[config.mk]
export PLATFORM = sky130hd
export DESIGN_NAME = hdlc_rx_deframer_flat
export DESIGN_NICKNAME = d
export VERILOG_FILES = /design/src/rtl/hdlc_rx_deframer_pkg.sv /design/src/rtl/hdlc_rx_deframer_if.sv /design/src/rtl/hdlc_rx_deframer_pattern_det.sv /design/src/rtl/hdlc_rx_deframer.sv /design/src/flat_wrapper.sv
export SDC_FILE = /design/constraint.sdc
export NUM_CORES = 1
export LEC_CHECK = 0
export BUFFER_PORTS_ARGS = -buffer_cell sky130_fd_sc_hd__buf_2
export CORE_ASPECT_RATIO = 0.7
export CORE_UTILIZATION = 50
export CTS_CLUSTER_SIZE = 14
export DETAILED_ROUTE_END_ITERATION = 7
export GPL_TIMING_DRIVEN = 0
export PLACE_DENSITY = 0.74
export SYNTH_ARGS = -nofsm -noshare
export SYNTH_HDL_FRONTEND = slang
export SYNTH_SLANG_ARGS = --single-unit
[constraint.sdc]
create_clock -name Clk -period 2.5 [get_ports Clk]
set_input_delay 0.125 -clock Clk [delete_from_list [all_inputs] [get_ports Clk]]
set_output_delay 0.125 -clock Clk [all_outputs]
set_load 0.005 [all_outputs]
[src/rtl/hdlc_rx_deframer_pkg.sv]
// hdlc_rx_deframer_pkg: line patterns, stuffing limit and receive state encoding
package hdlc_rx_deframer_pkg;
  localparam logic [7:0] FLAG_PATTERN = 8'h7E;
  localparam logic [7:0] ABORT_PATTERN = 8'h7F;
  localparam logic [2:0] MAX_ONES = 3'd5;
  localparam logic [2:0] FLAG_FLUSH = 3'd7;
  typedef enum logic {RX_IDLE, RX_FRAME} rx_state_t;
endpackage

[src/rtl/hdlc_rx_deframer_if.sv]
// hdlc_rx_deframer_if: serial line and enable in, frame strobes, status and bytes out
interface hdlc_rx_deframer_if #(parameter int FRAME_CNT_W = 8);
  logic Rx;
  logic RxEN;
  logic RxD;
  logic Rx_FlagDetect;
  logic Rx_AbortDetect;
  logic Rx_ValidFrame;
  logic Rx_NewByte;
  logic [7:0] Rx_Data;
  logic Rx_EoF;
  logic Rx_FrameError;
  logic Rx_AbortSignal;
  logic [FRAME_CNT_W-1:0] Rx_FrameSize;
  modport master (
    output Rx, RxEN,
    input RxD, Rx_FlagDetect, Rx_AbortDetect, Rx_ValidFrame, Rx_NewByte, Rx_Data,
    input Rx_EoF, Rx_FrameError, Rx_AbortSignal, Rx_FrameSize
  );
  modport slave (
    input Rx, RxEN,
    output RxD, Rx_FlagDetect, Rx_AbortDetect, Rx_ValidFrame, Rx_NewByte, Rx_Data,
    output Rx_EoF, Rx_FrameError, Rx_AbortSignal, Rx_FrameSize
  );
endinterface

[src/rtl/hdlc_rx_deframer_pattern_det.sv]
// hdlc_rx_deframer_pattern_det: input register, 8-bit line history and flag/abort match
module hdlc_rx_deframer_pattern_det
  import hdlc_rx_deframer_pkg::*;
(
  input  logic Clk,
  input  logic Rst,
  input  logic rx,
  output logic rxd,
  output logic bit_out,
  output logic flag_m,
  output logic abort_m
);
  logic [7:0] sr;
  always_ff @(posedge Clk) begin
    if (Rst) begin
      rxd <= 1'b1;
      sr <= 8'hFF;
    end else begin
      rxd <= rx;
      sr <= {sr[6:0], rxd};
    end
  end
  assign bit_out = sr[7];
  assign flag_m = sr == FLAG_PATTERN;
  assign abort_m = sr == ABORT_PATTERN;
endmodule

[src/rtl/hdlc_rx_deframer.sv]
// hdlc_rx_deframer: frame FSM, zero removal and LSB-first byte assembly behind the pattern detector
module hdlc_rx_deframer
  import hdlc_rx_deframer_pkg::*;
#(
  parameter int FRAME_CNT_W = 8
) (
  input logic Clk,
  input logic Rst,
  hdlc_rx_deframer_if.slave rx
);
  rx_state_t state;
  logic rxd, bit_in, flag_m, abort_m;
  logic abort_pend, commit, drop;
  logic [2:0] skip, ones, bit_cnt;
  logic [7:0] asm_r, data;
  logic [FRAME_CNT_W-1:0] byte_cnt, frame_size;
  logic flag_det, abort_det, new_byte, eof, frame_err, abort_sig;
  hdlc_rx_deframer_pattern_det u_det (
    .Clk(Clk),
    .Rst(Rst),
    .rx(rx.Rx),
    .rxd(rxd),
    .bit_out(bit_in),
    .flag_m(flag_m),
    .abort_m(abort_m)
  );
  // the bit leaving the history is data only inside a frame, past the opening flag, and not part of a pattern
  always_comb begin
    commit = state == RX_FRAME && skip == 3'd0 && !abort_pend && !flag_m && !abort_m;
    drop = commit && !bit_in && ones == MAX_ONES;
  end
  always_ff @(posedge Clk) begin
    if (Rst) begin
      state <= RX_IDLE;
      abort_pend <= 1'b0;
      skip <= 3'd0;
      ones <= 3'd0;
      bit_cnt <= 3'd0;
      byte_cnt <= '0;
      asm_r <= 8'h00;
      data <= 8'h00;
      frame_size <= '0;
      flag_det <= 1'b0;
      abort_det <= 1'b0;
      new_byte <= 1'b0;
      eof <= 1'b0;
      frame_err <= 1'b0;
      abort_sig <= 1'b0;
    end else begin
      flag_det <= 1'b0;
      abort_det <= 1'b0;
      new_byte <= 1'b0;
      eof <= 1'b0;
      frame_err <= 1'b0;
      abort_sig <= 1'b0;
      if (!rx.RxEN) begin
        state <= RX_IDLE;
        abort_pend <= 1'b0;
        skip <= 3'd0;
        ones <= 3'd0;
        bit_cnt <= 3'd0;
        byte_cnt <= '0;
      end else begin
        flag_det <= flag_m;
        abort_det <= abort_m;
        if (skip != 3'd0) skip <= skip - 3'd1;
        if (drop) ones <= 3'd0;
        else if (commit) begin
          ones <= bit_in ? (ones == 3'd7 ? ones : ones + 3'd1) : 3'd0;
          asm_r <= {bit_in, asm_r[7:1]};
          bit_cnt <= bit_cnt + 3'd1;
          if (bit_cnt == 3'd7) begin
            data <= {bit_in, asm_r[7:1]};
            new_byte <= 1'b1;
            byte_cnt <= &byte_cnt ? byte_cnt : byte_cnt + FRAME_CNT_W'(1);
          end
        end
        if (state == RX_IDLE) begin
          if (flag_m) begin
            state <= RX_FRAME;
            skip <= FLAG_FLUSH;
            ones <= 3'd0;
            bit_cnt <= 3'd0;
            byte_cnt <= '0;
          end
        end else if (abort_pend) begin
          state <= RX_IDLE;
          abort_pend <= 1'b0;
          abort_sig <= 1'b1;
          eof <= 1'b1;
          frame_size <= byte_cnt;
        end else if (abort_m) abort_pend <= 1'b1;
        else if (flag_m) begin
          // an empty frame so far means this flag just repeats the opener
          if (skip != 3'd0 || (bit_cnt == 3'd0 && byte_cnt == '0)) begin
            skip <= FLAG_FLUSH;
            ones <= 3'd0;
          end else begin
            state <= RX_IDLE;
            eof <= 1'b1;
            frame_err <= bit_cnt != 3'd0;
            frame_size <= byte_cnt;
          end
        end
      end
    end
  end
  assign rx.RxD = rxd;
  assign rx.Rx_ValidFrame = state == RX_FRAME;
  assign rx.Rx_FlagDetect = flag_det;
  assign rx.Rx_AbortDetect = abort_det;
  assign rx.Rx_NewByte = new_byte;
  assign rx.Rx_Data = data;
  assign rx.Rx_EoF = eof;
  assign rx.Rx_FrameError = frame_err;
  assign rx.Rx_AbortSignal = abort_sig;
  assign rx.Rx_FrameSize = frame_size;
endmodule

[src/flat_wrapper.sv]
// flat-port wrapper written by rule: the top's interface ports become plain ports
module hdlc_rx_deframer_flat import hdlc_rx_deframer_pkg::*;
#(
  parameter int FRAME_CNT_W = 8
)
  (Clk, Rst, rx_Rx, rx_RxEN, rx_RxD, rx_Rx_FlagDetect, rx_Rx_AbortDetect, rx_Rx_ValidFrame, rx_Rx_NewByte, rx_Rx_Data, rx_Rx_EoF, rx_Rx_FrameError, rx_Rx_AbortSignal, rx_Rx_FrameSize);
  hdlc_rx_deframer_if #(.FRAME_CNT_W(FRAME_CNT_W)) rx_i ();
  input logic Clk;
  input logic Rst;
  input wire logic [$bits(rx_i.Rx)-1:0] rx_Rx;
  input wire logic [$bits(rx_i.RxEN)-1:0] rx_RxEN;
  output wire logic [$bits(rx_i.RxD)-1:0] rx_RxD;
  output wire logic [$bits(rx_i.Rx_FlagDetect)-1:0] rx_Rx_FlagDetect;
  output wire logic [$bits(rx_i.Rx_AbortDetect)-1:0] rx_Rx_AbortDetect;
  output wire logic [$bits(rx_i.Rx_ValidFrame)-1:0] rx_Rx_ValidFrame;
  output wire logic [$bits(rx_i.Rx_NewByte)-1:0] rx_Rx_NewByte;
  output wire logic [$bits(rx_i.Rx_Data)-1:0] rx_Rx_Data;
  output wire logic [$bits(rx_i.Rx_EoF)-1:0] rx_Rx_EoF;
  output wire logic [$bits(rx_i.Rx_FrameError)-1:0] rx_Rx_FrameError;
  output wire logic [$bits(rx_i.Rx_AbortSignal)-1:0] rx_Rx_AbortSignal;
  output wire logic [$bits(rx_i.Rx_FrameSize)-1:0] rx_Rx_FrameSize;
  assign rx_i.Rx = rx_Rx;
  assign rx_i.RxEN = rx_RxEN;
  assign rx_RxD = rx_i.RxD;
  assign rx_Rx_FlagDetect = rx_i.Rx_FlagDetect;
  assign rx_Rx_AbortDetect = rx_i.Rx_AbortDetect;
  assign rx_Rx_ValidFrame = rx_i.Rx_ValidFrame;
  assign rx_Rx_NewByte = rx_i.Rx_NewByte;
  assign rx_Rx_Data = rx_i.Rx_Data;
  assign rx_Rx_EoF = rx_i.Rx_EoF;
  assign rx_Rx_FrameError = rx_i.Rx_FrameError;
  assign rx_Rx_AbortSignal = rx_i.Rx_AbortSignal;
  assign rx_Rx_FrameSize = rx_i.Rx_FrameSize;
  hdlc_rx_deframer #(.FRAME_CNT_W(FRAME_CNT_W)) u_core (.Clk(Clk), .Rst(Rst), .rx(rx_i));
endmodule
==> impl_table.tex, run 1 <==
\begin{tabular}{lr}
\hline
Metric & Value \\
\hline
\multicolumn{2}{l}{\textbf{Placement}} \\
Pre-CTS setup slack & 0.2290 ns \\
DP HPWL & about 3300 um \\
IO Port Bufs & 27 \\
Final Wtd Congestion & 0.8204 \\
\multicolumn{2}{l}{\textbf{Clock tree}} \\
CTS tree & done \\
Worst-skew pair later-pin latency & 0.34 ns \\
Clock Tree Root & sky130\_fd\_sc\_hd\_\_clkbuf\_8 \\
Deepest level of the CTS H-tree & 3 \\
Sinks on the clock net & 57 \\
Clock slew seen by the registers of the worst setup and hold paths & approximately 0.060 ns \\
Deepest clock path buffer count & 2 \\
Number of clock buffers inserted by TritonCTS & 9 \\
\multicolumn{2}{l}{\textbf{Synthesis}} \\
Synth top area share & 45.17\% \\
Yosys cell types & 46 \\
Cell type with the highest aggregate area in the netlist & sky130\_fd\_sc\_hd\_\_dfxtp\_1 \\
Synthesized flop and latch total & 57 \\
Share of synthesized registers carrying an async set or reset & 0\% \\
Yosys warns & 0 \\
Synthesized area & 0.002526 sq mm \\
Number of instances in the synthesized netlist & 260 \\
Post-Syn Nets & 273 \\
Top cells by area, synth & sky130\_fd\_sc\_hd\_\_dfxtp\_1 (45\%), sky130\_fd\_sc\_hd\_\_mux2i\_1 (11\%), sky130\_fd\_sc\_hd\_\_nand2b\_1 (8.4\%) \\
Main flop type after synthesis & sky130\_fd\_sc\_hd\_\_dfxtp\_1 \\
Mean cell area of the mapped netlist & 9.716 sq um \\
Post-synthesis sequential area ratio & 45.17\% \\
Number of flops mapped to enable cells by yosys & 0 \\
\multicolumn{2}{l}{\textbf{Floorplanning}} \\
Count of standard-cell rows & 21 \\
I/O pin count & 28 \\
Initial standard-cell utilization of the core & 52.54\% \\
Area of the core & 0.004808 sq mm \\
Die extent in y & between 60 and 70 um \\
Die Span X & around 87 um \\
Die area & about 0.0053 sq mm \\
\multicolumn{2}{l}{\textbf{Worst setup path}} \\
Critical path data arrival time & 2.52 ns \\
Maximum fanout along the worst path & 8 \\
Type of element capturing the critical path & flip-flop \\
Critical Setup Path Class & reg -> reg \\
Critical path startpoint category & flip-flop \\
Logic depth of the worst register-to-register path & 7 \\
Data required time at the worst endpoint & 2.76 ns \\
\multicolumn{2}{l}{\textbf{Detailed routing}} \\
Via count of the routed design & 1937 \\
Total detailed-routing wirelength & 4685 um \\
DR pass1 iterations & 4 \\
Routed length per placed instance & between 10 and 15 um \\
Drc violations & 0 \\
Iteration-0 DRC count of the detailed router & 83 \\
Vias/cell & 5.193 \\
Detail Route Antenna Nets & 0 \\
\multicolumn{2}{l}{\textbf{Finish}} \\
Post-Route Utilization & about three fifths \\
Layout filler cell count & between 400 and 500 \\
Net count reported at finish & 312 \\
FF/Latch Area & around 0.0011 sq mm \\
Synth-to-Final Area Change & 16.89\% \\
Ratio of cells with drive above 1 in the final layout & 21.05\% \\
Antenna Cells & 0 \\
Total area of multi-input combinational cells & 0.001290 sq mm \\
\multicolumn{2}{l}{\textbf{Hold path}} \\
Hold depth & 3 \\
Path type of the worst min-delay path & in -> reg \\
\multicolumn{2}{l}{\textbf{Timing}} \\
Worst setup slack after layout & 0.2424 ns \\
Setup\_tns & 0 ns \\
RSZ-0062 raised after global routing & no \\
Worst slew margin & $\sim$58\% \\
Shortest clock period the worst path allows after layout & 2.258 ns \\
Transition at the pin with the smallest max-transition slack & 0.6275 ns \\
Number of endpoints with negative hold slack in the final report & 0 \\
Final critical-path share of the clock period & 90.31\% \\
Peak clock frequency supported by timing & 0.4429 GHz \\
Max-slew violations & 0 \\
Final Skew & between 0.007 and 0.008 ns \\
Final setup violation count & 0 \\
\multicolumn{2}{l}{\textbf{Global route}} \\
Maximum number of pins on one net before global-route repair & 11 \\
Global Route Usage Sum & 19.91\% \\
Global-route wire length before repair & 7700 um \\
GRT Residual Overflow & 0 \\
Number of global-route vias before repair & 1647 \\
Antenna violations before repair & 0 \\
\multicolumn{2}{l}{\textbf{Outcome}} \\
Outcome & finished clean \\
\multicolumn{2}{l}{\textbf{Pwr}} \\
Worst voltage drop across the vdd grid & between 0.3 and 0.4 mV \\
Leak pwr & 0.001192 uW \\
Pwr per Cell Area & $\sim$600 mW/mm\^{}2 \\
\multicolumn{2}{l}{\textbf{Job}} \\
Reported max-cap violation count & 0 \\
\hline
\end{tabular}
[final timing paths]
path | from | to | slack (ns)
worst max-delay path | u_core.skip[0] | u_core.rx.Rx_Data[1] | 0.24
worst min-delay path | Rst | u_core.asm_r[1] | 0.23
worst max register to register | u_core.skip[0] | u_core.rx.Rx_Data[1] | 0.24
worst min register to register | u_core.u_det.rxd | u_core.u_det.sr[0] | 0.43
[cells in the final DEF (no fill, tap or decap), drive strengths merged, types with 2 or more instances in the layout]
cell type  count
and2           3
mux2i         27
ha             9
nor3           5
nand4          2
nor3b          2
or4            4
nand2b        34
buf           29
a21oi         12
clkbuf        19
o31ai          2
nor2          13
dfxtp         57
a31o           2
a31oi          3
xnor2          2
o21ai          5
and3           3
clkinv         4
o2111ai        2
and4           2
or3            2
nand3          6
nor2b          2
o211ai         2
nand2         10
or2           11
nand4b         2
inv           11
nand3b         2
[kinds of logic after synthesis]
kind of cell,after synthesis,synth area share (%)
AO/OA/AOI/OAI,33,9.014
XOR/XNOR,2,0.6935
adder cells (fa/ha/maj),9,4.458
buffers and inverters,22,3.764
flip-flops,57,45.17
multiplexers,27,10.70
AND/OR/NAND/NOR,110,26.20
[power by group]
part | total (uW) | internal (uW) | switching (uW)
combinational | 38.6 | 17.0 | 21.5
sequential | 913 | 911 | 1.64
clock | 836 | 479 | 357
total | 1790 | 1410 | 380
[Yosys cell counts (3+ instances only)]
cell type                  count
sky130_fd_sc_hd__a31oi_1       3
sky130_fd_sc_hd__or2_2        11
sky130_fd_sc_hd__and3_1        3
sky130_fd_sc_hd__inv_1        11
sky130_fd_sc_hd__nand2b_1     34
sky130_fd_sc_hd__nand2_1      10
sky130_fd_sc_hd__o21ai_0       5
sky130_fd_sc_hd__clkbuf_1      8
sky130_fd_sc_hd__dfxtp_1      57
sky130_fd_sc_hd__a21oi_1      12
sky130_fd_sc_hd__and2_1        3
sky130_fd_sc_hd__nor2_1       12
sky130_fd_sc_hd__nand3_1       6
sky130_fd_sc_hd__mux2i_1      27
sky130_fd_sc_hd__or4_1         3
sky130_fd_sc_hd__nor3_1        5
sky130_fd_sc_hd__ha_1          9
[timing repair]
| action | 4_1_cts | 5_1_grt |
|---|---|---|
| setup buffers | 0 | 0 |
| endpoints found under the hold margin | 1 | 0 |
| gates resized for setup | 0 | 0 |
| hold buffers | 1 | 0 |
[critical path: stages, from the launching register on]
cell,delay [ns]
sky130_fd_sc_hd__dfxtp_1,0.30
sky130_fd_sc_hd__inv_1,0.10
sky130_fd_sc_hd__ha_1,0.19
sky130_fd_sc_hd__and4bb_2,0.24
sky130_fd_sc_hd__buf_4,0.16
sky130_fd_sc_hd__o2111ai_2,0.35
sky130_fd_sc_hd__nor2_2,0.59
sky130_fd_sc_hd__mux2i_1,0.25
[per-stage QoR]
stage,cells,total power [uW],instance area (sq um),hold WS (ns)
after floorplan,260,956.8,2526,0.2288
after global placement,356,969.8,2748,0.3073
after detailed placement,356,970.4,2748,0.3113
after CTS,373,1805,2953,0.2256
after global routing,373,1860,2953,0.2626
final,373,1787,2953,0.2322
[registers in the layout (all words and copies together), names as in the netlist]
register,flops
u_core.bit_cnt,3
u_core.u_det.sr,8
u_core.rx.Rx_FrameError,1
u_core.u_det.rxd,1
u_core.asm_r,7
u_core.rx.Rx_FrameSize,8
u_core.rx.Rx_FlagDetect,1
u_core.rx.Rx_NewByte,1
u_core.rx.Rx_EoF,1
u_core.abort_pend,1
u_core.rx.Rx_AbortSignal,1
u_core.rx.Rx_ValidFrame,1
u_core.ones,3
u_core.rx.Rx_AbortDetect,1
u_core.rx.Rx_Data,8
u_core.byte_cnt,8
u_core.skip,3
[per-layer routing]
metal	wire length, um	vias to the layer above	global-route usage (%)	share of wire (%)
met5	0	-	0	0
met4	49	0	5.952	1.0
met3	218	6	10.05	4.7
met2	2004	43	29.47	43
met1	2412	897	25.57	51
li1	-	991	-	-
[final cells by class]
cell class	instances	share of cell area (%)
inverter	11	1.398
multi-input combinational	181	43.69
sequential	57	38.64
tap	69	2.924
timing repair buffer	28	4.915
buffer	11	1.822
clock buffer	10	4.661
clock inverter	6	1.949
Note: power is estimated with default switching activity, not from simulation.
==> run 2, diff against run 1 <==
==> constraint.sdc (replaced) <==
create_clock -name Clk -period 2.1 [get_ports Clk]
set_input_delay 0.105 -clock Clk [delete_from_list [all_inputs] [get_ports Clk]]
set_output_delay 0.105 -clock Clk [all_outputs]
set_load 0.005 [all_outputs]
==> run 2 against run 1 <==
Effect of this change:
- utilization is 0.73 points higher
- via count is 0.36% lower
- hold slack worse by 0.010 ns
- global-route usage hardly changed
- fmax is 11% higher
- wire length is 0.15% lower
- cell count is 0.27% higher
- worst setup slack worse by 0.18 ns
- critical endpoint is now u_core.rx.Rx_FrameSize[7]
==> impl_table.tex, run 2 (same netlist as run 1, synthesis figures left out) <==
\begin{tabular}{lr}
\hline
Metric & Value \\
\hline
\multicolumn{2}{l}{\textbf{Outcome}} \\
Outcome & finished clean (unchanged) \\
\multicolumn{2}{l}{\textbf{Finish}} \\
Most frequent cells in the layout & sky130\_fd\_sc\_hd\_\_dfxtp\_1 (56), sky130\_fd\_sc\_hd\_\_nand2b\_1 (34), sky130\_fd\_sc\_hd\_\_mux2i\_1 (27), sky130\_fd\_sc\_hd\_\_buf\_2 (27) (was sky130\_fd\_sc\_hd\_\_dfxtp\_1 (57), sky130\_fd\_sc\_hd\_\_nand2b\_1 (34), sky130\_fd\_sc\_hd\_\_mux2i\_1 (27), sky130\_fd\_sc\_hd\_\_buf\_2 (27)) \\
Antenna Cells & 0 (unchanged) \\
Post-Route Utilization & 62.14\% (was 61.41\%) \\
Layout filler cell count & 429 (was 434) \\
Net count reported at finish & 313 (was 312) \\
Ratio of cells with drive above 1 in the final layout & 22.30\% (was 21.05\%) \\
Synth-to-Final Area Change & 18.28\% (was 16.89\%) \\
Most common cell after layout, fill and taps aside & sky130\_fd\_sc\_hd\_\_dfxtp\_1 (unchanged) \\
\multicolumn{2}{l}{\textbf{Global route}} \\
Number of global-route vias before repair & 1650 (was 1647) \\
GRT Residual Overflow & 0 (unchanged) \\
Maximum number of pins on one net before global-route repair & 11 (unchanged) \\
Global Route Usage Sum & 19.88\% (was 19.91\%) \\
Antenna violations before repair & 0 (unchanged) \\
Global-route wire length before repair & 7693 um (was 7700 um) \\
\multicolumn{2}{l}{\textbf{Timing}} \\
Final Skew & 0.008171 ns (was 0.007838 ns) \\
Worst slew margin & 54.10\% (was 58.17\%) \\
Peak clock frequency supported by timing & 0.4904 GHz (was 0.4429 GHz) \\
RSZ-0062 raised after global routing & yes (was no) \\
Worst setup slack after layout & 0.06077 ns (was 0.2424 ns) \\
Final setup violation count & 0 (unchanged) \\
Number of endpoints with negative hold slack in the final report & 0 (unchanged) \\
Final critical-path share of the clock period & 97.11\% (was 90.31\%) \\
Transition at the pin with the smallest max-transition slack & 0.6886 ns (was 0.6275 ns) \\
Max-slew violations & 0 (unchanged) \\
Shortest clock period the worst path allows after layout & 2.039 ns (was 2.258 ns) \\
Hold WS & 0.2219 ns (was 0.2322 ns) \\
\multicolumn{2}{l}{\textbf{Worst setup path}} \\
Data required time at the worst endpoint & 2.33 ns (was 2.76 ns) \\
Critical path startpoint category & flip-flop (unchanged) \\
Critical path data arrival time & 2.26 ns (was 2.52 ns) \\
Maximum fanout along the worst path & 8 (unchanged) \\
Type of element capturing the critical path & flip-flop (unchanged) \\
Critical Setup Path Class & reg -> reg (unchanged) \\
\multicolumn{2}{l}{\textbf{Clock tree}} \\
Clock slew seen by the registers of the worst setup and hold paths & 0.06 ns (about the same) \\
Number of clock buffers inserted by TritonCTS & 9 (unchanged) \\
Deepest level of the CTS H-tree & 3 (unchanged) \\
CTS tree & done (unchanged) \\
Deepest clock path buffer count & 2 (unchanged) \\
Worst-skew pair later-pin latency & 0.34 ns (about the same) \\
Sinks on the clock net & 57 (unchanged) \\
Clock Tree Root & sky130\_fd\_sc\_hd\_\_clkbuf\_8 (unchanged) \\
\multicolumn{2}{l}{\textbf{Placement}} \\
DP HPWL & 3344 um (unchanged) \\
Final Wtd Congestion & 0.8204 (unchanged) \\
IO Port Bufs & 27 (unchanged) \\
Pre-CTS setup slack & -0.1710 ns (was 0.2290 ns) \\
\multicolumn{2}{l}{\textbf{Floorplanning}} \\
Die area & 0.005345 sq mm (unchanged) \\
Initial standard-cell utilization of the core & 52.54\% (unchanged) \\
I/O pin count & 28 (unchanged) \\
Die Span X & 86.96 um (unchanged) \\
Count of standard-cell rows & 21 (unchanged) \\
Die extent in y & 61.47 um (unchanged) \\
Area of the core & 0.004808 sq mm (unchanged) \\
\multicolumn{2}{l}{\textbf{Detailed routing}} \\
Drc violations & 0 (unchanged) \\
DR pass1 iterations & 4 (unchanged) \\
Detail Route Antenna Nets & 0 (unchanged) \\
Via count of the routed design & 1930 (was 1937) \\
Routed length per placed instance & 12.51 um (was 12.56 um) \\
Vias/cell & 5.160 (was 5.193) \\
Iteration-0 DRC count of the detailed router & 111 (was 83) \\
Total detailed-routing wirelength & 4678 um (was 4685 um) \\
\multicolumn{2}{l}{\textbf{Hold path}} \\
Path type of the worst min-delay path & in -> reg (unchanged) \\
\multicolumn{2}{l}{\textbf{Pwr}} \\
Worst voltage drop across the vdd grid & 0.4277 mV (was 0.3553 mV) \\
Pwr per Cell Area & 711.2 mW/mm\^{}2 (was 605.1 mW/mm\^{}2) \\
Leak pwr & 0.001198 uW (was 0.001192 uW) \\
Post-layout total power & 2125 uW (was 1787 uW) \\
\multicolumn{2}{l}{\textbf{Job}} \\
Reported max-cap violation count & 0 (unchanged) \\
\hline
\end{tabular}
run 2: cell types whose count changed in the layout (fill, tap and decap cells not counted):
cell                      previous run  this run
sky130_fd_sc_hd__buf_12              0         1
sky130_fd_sc_hd__dfxtp_1            57        56
sky130_fd_sc_hd__dfxtp_2             0         1
sky130_fd_sc_hd__nor2_2              1         0
sky130_fd_sc_hd__nor2_4              0         1
sky130_fd_sc_hd__or3_1               2         1
sky130_fd_sc_hd__or3_4               0         1
sky130_fd_sc_hd__or4b_1              1         0
sky130_fd_sc_hd__or4b_4              0         1
run 2: where the power goes:
part	total (uW)	internal (uW)	switching, uW
Sequential	1090	1080	1.96
Clock	993	570	423
Combinational	45.7	20.2	25.4
Total	2130	1670	450
run 2: area by class of cell:
| type | instances | area (sq um) | share of cell area [%] |
|---|---|---|---|
| multi-input cells | 181 | 1304 | 43.63 |
| flip-flops and latches | 57 | 1142 | 38.23 |
| repair buffers | 29 | 165.2 | 5.528 |
| clock buffers | 10 | 137.6 | 4.606 |
| well taps | 69 | 86.33 | 2.889 |
| clock inverters | 6 | 57.56 | 1.926 |
| plain buffers | 11 | 53.80 | 1.801 |
| inverters | 11 | 41.29 | 1.382 |
run 2: stage by stage:
stage / setup TNS, ns / cells / cell area (sq um)
after floorplan: 0 / 260 / 2526
after global placement: -0.8658 / 356 / 2748
after detailed placement: -1.249 / 356 / 2748
after CTS: 0 / 374 / 2978
after global routing: -0.8654 / 374 / 2988
final: 0 / 374 / 2988
run 2: repair_timing:
action,in CTS,in global routing
gates cloned,0,0
hold buffers,1,0
buffers inserted,1,0
hold endpoints to repair,1,0
pin swaps,1,0
endpoints found under the setup margin,8,20
gates resized for setup,1,3
run 2: per-layer routing:
| metal | wire [um] | GRT usage [%] | up-vias |
|---|---|---|---|
| met4 | 49 | 5.952 | 0 |
| li1 | - | - | 989 |
| met5 | 0 | 0 | - |
| met1 | 2362 | 25.49 | 898 |
| met2 | 2052 | 29.47 | 38 |
| met3 | 213 | 10.05 | 5 |
run 2: path summary, 6_finish.rpt:
check	from	cells past startpoint	slack, ns	endpoint
setup reg to reg	u_core.byte_cnt[0]	7	0.06	u_core.rx.Rx_FrameSize[7]
hold reg to reg	u_core.u_det.rxd	1	0.43	u_core.u_det.sr[0]
setup / recovery	u_core.byte_cnt[0]	7	0.06	u_core.rx.Rx_FrameSize[7]
hold / removal	Rst	4	0.22	u_core.rx.Rx_EoF
run 2: critical path: stages, from the launching register on:
cell and delay (ns):
sky130_fd_sc_hd__dfxtp_2 0.34, sky130_fd_sc_hd__inv_1 0.07, sky130_fd_sc_hd__ha_1 0.15, sky130_fd_sc_hd__or4b_4 0.46
sky130_fd_sc_hd__or3_4 0.38, sky130_fd_sc_hd__a41o_1 0.25, sky130_fd_sc_hd__buf_6 0.15, sky130_fd_sc_hd__mux2i_1 0.12
